## src/rtl/uart_rx.sv

```systemverilog
// 8N1 serial receiver: synchronises rx, detects the start edge, samples each bit at
// mid-bit and presents the received byte with a single-cycle po_flag strobe.
module uart_rx #(
  parameter int CLK_FREQ = 50_000_000,
  parameter int UART_BPS = 9600
) (
  input  logic       sys_clk,
  input  logic       sys_rst,
  input  logic       rx,
  output logic [7:0] po_data,
  output logic       po_flag
);

  localparam int          BAUD_CNT_MAX = CLK_FREQ / UART_BPS;
  localparam logic [12:0] BAUD_LAST    = 13'(BAUD_CNT_MAX - 1);
  localparam logic [12:0] BAUD_MID     = 13'(BAUD_CNT_MAX / 2 - 1);

  logic        rx_reg1;
  logic        rx_reg2;
  logic        rx_reg3;
  logic        work_en;
  logic [12:0] baud_cnt;
  logic [3:0]  bit_cnt;
  logic [7:0]  rx_data;
  logic        rx_flag;

  logic        start_nedge;
  logic        bit_flag;
  logic        start_glitch;
  logic        frame_end;
  logic        data_bit;

  // rx_reg1 is the metastability stage; edge detection uses the two later flops.
  always_ff @(posedge sys_clk) begin
    if (sys_rst) begin
      rx_reg1 <= 1'b1;
      rx_reg2 <= 1'b1;
      rx_reg3 <= 1'b1;
    end else begin
      rx_reg1 <= rx;
      rx_reg2 <= rx_reg1;
      rx_reg3 <= rx_reg2;
    end
  end

  always_comb begin
    start_nedge  = ~rx_reg2 & rx_reg3 & ~work_en;
    bit_flag     = work_en & (baud_cnt == BAUD_MID);
    start_glitch = bit_flag & (bit_cnt == 4'd0) & rx_reg3;
    frame_end    = bit_flag & (bit_cnt == 4'd8);
    data_bit     = bit_flag & (bit_cnt >= 4'd1) & (bit_cnt <= 4'd8);
  end

  // Frame ends at the mid-bit of data bit 7, so the stop bit finds us idle.
  always_ff @(posedge sys_clk) begin
    if (sys_rst) begin
      work_en <= 1'b0;
    end else if (start_glitch || frame_end) begin
      work_en <= 1'b0;
    end else if (start_nedge) begin
      work_en <= 1'b1;
    end
  end

  always_ff @(posedge sys_clk) begin
    if (sys_rst) begin
      baud_cnt <= 13'd0;
    end else if (!work_en || start_glitch || frame_end || baud_cnt == BAUD_LAST) begin
      baud_cnt <= 13'd0;
    end else begin
      baud_cnt <= baud_cnt + 13'd1;
    end
  end

  always_ff @(posedge sys_clk) begin
    if (sys_rst) begin
      bit_cnt <= 4'd0;
    end else if (start_glitch || frame_end) begin
      bit_cnt <= 4'd0;
    end else if (bit_flag) begin
      bit_cnt <= bit_cnt + 4'd1;
    end
  end

  // LSB arrives first, so shifting in from the top leaves bit 0 at rx_data[0].
  always_ff @(posedge sys_clk) begin
    if (sys_rst) begin
      rx_data <= 8'h00;
    end else if (data_bit) begin
      rx_data <= {rx_reg3, rx_data[7:1]};
    end
  end

  always_ff @(posedge sys_clk) begin
    if (sys_rst) begin
      rx_flag <= 1'b0;
    end else begin
      rx_flag <= frame_end;
    end
  end

  always_ff @(posedge sys_clk) begin
    if (sys_rst) begin
      po_data <= 8'h00;
      po_flag <= 1'b0;
    end else begin
      po_flag <= rx_flag;
      if (rx_flag) begin
        po_data <= rx_data;
      end
    end
  end

endmodule

```

## config.mk

```make
export PLATFORM = sky130hd
export DESIGN_NAME = uart_rx
export DESIGN_NICKNAME = d
export VERILOG_FILES = /design/src/rtl/uart_rx.sv
export SDC_FILE = /design/constraint.sdc
export NUM_CORES = 1
export LEC_CHECK = 0
export CORE_AREA = 2 2 53 80
export DETAILED_ROUTE_END_ITERATION = 10
export DIE_AREA = 0 0 55 82
export PLACE_DENSITY_LB_ADDON = 0.3
export SYNTH_ARGS = -nofsm -noshare
export SYNTH_HDL_FRONTEND = slang
export SYNTH_SLANG_ARGS = --single-unit
```

## constraint.sdc

```tcl
create_clock -name sys_clk -period 2.4 [get_ports sys_clk]
set_input_delay 0.24 -clock sys_clk [delete_from_list [all_inputs] [get_ports sys_clk]]
set_output_delay 0.24 -clock sys_clk [all_outputs]
set_load 0.03 [all_outputs]
```

==> impl_metrics.prom <==
# TYPE chip_impl_metric gauge
chip_impl_metric{name="syn_area_per_cell",unit="um^2"} 9.68
chip_impl_metric{name="cts.reportedPaths.clkPinSlew",unit="ns"} 0.07
chip_impl_info{name="synth_top_flop_cell",value="sky130_fd_sc_hd__dfxtp_1"} 1
chip_impl_metric{name="timing.final.crit_period",unit="ns"} 1.81
chip_impl_metric{name="tightest_slew",unit="ns"} 0.598
chip_impl_metric{name="post_cts.resized_instances",unit=""} 0
chip_impl_metric{name="report.final.slew_viol_count",unit=""} 0
chip_impl_metric{name="dpl.cell_count",unit=""} 223
chip_impl_metric{name="design.final.nets",unit=""} 192
chip_impl_metric{name="grt_pass1_wl",unit="mm"} 5.22
chip_impl_metric{name="clockBufferDepth",unit=""} 2
chip_impl_metric{name="slowest_stage_delay_cp",unit="ns"} 0.56
chip_impl_metric{name="final_layout_size_suffix_gt1_frac",unit=""} 0.108
chip_impl_info{name="status",value="completed"} 1
chip_impl_metric{name="report.final.hold_viol_count",unit=""} 0
chip_impl_metric{name="power_density",unit="mW/mm^2"} 680
chip_impl_metric{name="clock_insertion_delay_worst_skew",unit="ns"} 0.30
chip_impl_metric{name="setup_viol_count_final",unit=""} 0
chip_impl_metric{name="cp_data_arrival_time",unit="ns"} 1.96
chip_impl_metric{name="die_h",unit="um"} 82
chip_impl_metric{name="total_leakage_power",unit="nW"} 0.711
chip_impl_metric{name="grtUsageTotal",unit=""} 0.159
chip_impl_metric{name="floorplan.die_area",unit="mm^2"} 0.00451
chip_impl_metric{name="cts.sink_count",unit=""} 39
chip_impl_metric{name="path_buf_inv",unit=""} 1
chip_impl_metric{name="grt_remaining_overflow",unit=""} 0
chip_impl_metric{name="worst_ir_drop_vdd",unit="uV"} 463
chip_impl_metric{name="synth_enable_flop_cells",unit=""} 0
chip_impl_metric{name="postCtsSetupRepairBufs",unit=""} 0
chip_impl_metric{name="fp.dieW",unit="um"} 55
chip_impl_metric{name="max_clock_freq",unit="MHz"} 553
chip_impl_metric{name="finalWirelength",unit="mm"} 3.11
chip_impl_metric{name="num-fill-cells",unit=""} 375
chip_impl_metric{name="grt_start_max_net_pins",unit=""} 18
chip_impl_info{name="worst_path_max_delay_cell",value="sky130_fd_sc_hd__o2111ai_2"} 1
chip_impl_metric{name="placement_rows",unit=""} 28
chip_impl_metric{name="setup_tns",unit="ns"} 0
chip_impl_metric{name="drt_drc_violations_left",unit=""} 0
chip_impl_metric{name="finalInstanceArea",unit="mm^2"} 0.00194
chip_impl_metric{name="maxCapViolCount",unit=""} 0
chip_impl_metric{name="cts_made_buffers",unit=""} 5
chip_impl_metric{name="fin_cells",unit=""} 231
chip_impl_info{name="ctsRootBufferMaster",value="sky130_fd_sc_hd__clkbuf_8"} 1
chip_impl_info{name="critical-path-top-delay-family",value="compound AO/OA/AOI/OAI gates"} 1
chip_impl_metric{name="worst_endpoint_required_time",unit="ns"} 2.56
chip_impl_metric{name="firstDrtPassIters",unit=""} 4
chip_impl_info{name="critical_path.endpoint_type",value="flop"} 1
chip_impl_metric{name="n_antenna_cell",unit=""} 0
chip_impl_metric{name="dpl-instance-area",unit="mm^2"} 0.00181
chip_impl_metric{name="area_delta_synth_final",unit="%"} 16.0
chip_impl_info{name="tritoncts_clock_tree",value="yes"} 1
chip_impl_metric{name="worst_path_fanout_max",unit=""} 13
chip_impl_metric{name="finClkSkew",unit="ns"} 0.00623
chip_impl_metric{name="post-dp-hpwl",unit="mm"} 2.28
chip_impl_metric{name="antenna_violating_nets_post_route",unit=""} 0
chip_impl_metric{name="core",unit="mm^2"} 0.00385
chip_impl_metric{name="relSlewSlack",unit=""} 0.601
chip_impl_metric{name="syn_nets",unit=""} 180
chip_impl_info{name="crit_path_start_kind",value="flop"} 1
chip_impl_metric{name="synth_sequential_area_ratio",unit=""} 0.466
chip_impl_metric{name="gp_routability_congestion",unit=""} 0.821
chip_impl_metric{name="number_of_global_route_vias_before_repair",unit=""} 1260
chip_impl_metric{name="wire_per_inst",unit="um"} 13.5
chip_impl_metric{name="synth-seq-cells",unit=""} 39
chip_impl_info{name="unrepaired_setup_endpoints_after_global_routing",value="no"} 1
chip_impl_info{name="hold_path_class",value="reg -> reg"} 1
chip_impl_metric{name="drtIter0Drc",unit=""} 29
chip_impl_metric{name="netlist_area",unit="mm^2"} 0.00167
chip_impl_metric{name="async_reset_ff_frac",unit=""} 0
chip_impl_metric{name="ys.warnings.count",unit=""} 0
chip_impl_info{name="critPathKind",value="reg -> reg"} 1
chip_impl_metric{name="number_of_antenna_violations_at_the_first_check_in_global_routing",unit=""} 0
chip_impl_metric{name="placement.io_buffers",unit=""} 11
chip_impl_metric{name="yosys.cell_types.count",unit=""} 39
chip_impl_metric{name="synthCells",unit=""} 173
chip_impl_metric{name="floorplan.initialDensity",unit=""} 0.434
chip_impl_metric{name="hold_buffers",unit=""} 0
chip_impl_metric{name="i_o_pins",unit=""} 12
chip_impl_metric{name="layout_worst_path_cycle_share",unit=""} 0.753
chip_impl_info{name="cp_cell_sequence",value="inv_1 > ha_1 > nand2b_1 > o21bai_1 > o2111ai_2 > nor2_1"} 1
chip_impl_metric{name="avgViaCountPerCell",unit=""} 5.41
chip_impl_metric{name="clock_tree.htree_level_count",unit=""} 2
chip_impl_metric{name="vias",unit=""} 1249
## metal layers
metal | track usage | up-vias | share of wire
li1 | - | 614 | -
met1 | 0.145 | 604 | 0.41
met2 | 0.290 | 21 | 0.52
met3 | 0.0491 | 10 | 0.038
met4 | 0.0976 | 0 | 0.029
met5 | 0 | - | 0
## final timing paths
kind | startpoint | end | depth (start not counted) | slack, ns
min reg2reg | rx_reg1$_SDFF_PP1_ | rx_reg2$_SDFF_PP1_ | 1 | 0.41
max reg2reg | bit_cnt[0]$_SDFFE_PP0P_ | baud_cnt[11]$_SDFF_PP0_ | 6 | 0.59
max | bit_cnt[0]$_SDFFE_PP0P_ | baud_cnt[11]$_SDFF_PP0_ | 6 | 0.59
min | rx_reg1$_SDFF_PP1_ | rx_reg2$_SDFF_PP1_ | 1 | 0.41
## layout by cell type, fill, tap and decap left out, types with 4 or more instances in the layout
cell | synthesis | layout
sky130_fd_sc_hd__xnor2_1 | 8 | 8
sky130_fd_sc_hd__dfxtp_1 | 39 | 39
sky130_fd_sc_hd__clkbuf_8 | 0 | 5
sky130_fd_sc_hd__nand2_1 | 15 | 15
sky130_fd_sc_hd__inv_1 | 8 | 8
sky130_fd_sc_hd__a21oi_1 | 4 | 4
sky130_fd_sc_hd__mux2i_1 | 15 | 15
sky130_fd_sc_hd__ha_1 | 4 | 4
sky130_fd_sc_hd__nand4_1 | 4 | 4
sky130_fd_sc_hd__clkdlybuf4s50_1 | 0 | 11
sky130_fd_sc_hd__nor2_1 | 28 | 28
sky130_fd_sc_hd__nand3_1 | 7 | 7
## registers in the layout, summed over array words and instances, names as in the netlist, 4 cells and up
name      flops
bit_cnt       4
baud_cnt     13
rx_data       8
po_data       8
## stage by stage
stage | setup slack (ns) | hold slack, ns | total power (W) | util
floorplan | 0.906 | 0.344 | 0.000682 | -
global placement | 0.668 | 0.401 | 0.000688 | 0.469
detailed placement | 0.575 | 0.405 | 0.000689 | 0.469
CTS | 0.571 | 0.422 | 0.00133 | 0.504
global route | 0.387 | 0.432 | 0.00136 | 0.504
finish | 0.592 | 0.415 | 0.00132 | 0.504
## final cells by class
| cell class | count | area, um^2 | area share |
|---|---|---|---|
| multi-input cells | 119 | 821 | 0.423 |
| flip-flops and latches | 39 | 781 | 0.402 |
| repair buffers | 12 | 118 | 0.0606 |
| clock buffers | 5 | 68.8 | 0.0354 |
| clock inverters | 3 | 67.6 | 0.0348 |
| well taps | 45 | 56.3 | 0.0290 |
| inverters | 8 | 30.0 | 0.0155 |
## logic make-up after synthesis
logic type	share of synthesized area
multiplexers	0.0979
XOR/XNOR	0.0576
buffers and inverters	0.0433
AO/OA/AOI/OAI	0.0448
adder cells (fa/ha/maj)	0.0299
flip-flops	0.466
AND/OR/NAND/NOR	0.260
## cells in the mapped netlist (2+ instances only)
cell / n / area (um^2)
sky130_fd_sc_hd__dfxtp_1: 39 / 781
sky130_fd_sc_hd__nor2_1: 28 / 105
sky130_fd_sc_hd__mux2i_1: 15 / 150
sky130_fd_sc_hd__nand2_1: 15 / 56.3
sky130_fd_sc_hd__inv_1: 8 / 30.0
sky130_fd_sc_hd__xnor2_1: 8 / 70.1
sky130_fd_sc_hd__nand3_1: 7 / 35.0
sky130_fd_sc_hd__a21oi_1: 4 / 20.0
sky130_fd_sc_hd__clkbuf_1: 4 / 15.0
sky130_fd_sc_hd__ha_1: 4 / 50.1
sky130_fd_sc_hd__nand4_1: 4 / 25.0
sky130_fd_sc_hd__nor4_1: 3 / 18.8
sky130_fd_sc_hd__xor2_1: 3 / 26.3
sky130_fd_sc_hd__and4_4: 2 / 22.5
sky130_fd_sc_hd__buf_6: 2 / 22.5
sky130_fd_sc_hd__nor3_1: 2 / 10.0
sky130_fd_sc_hd__nor4b_1: 2 / 17.5
sky130_fd_sc_hd__or2_2: 2 / 12.5
## where the power goes
group | internal [W] | switching, W
sequential | 0.000650 | 0.00000243
combinational | 0.00000777 | 0.0000131
clock | 0.000414 | 0.000233
No activity file was read; power rests on OpenSTA's default activity.
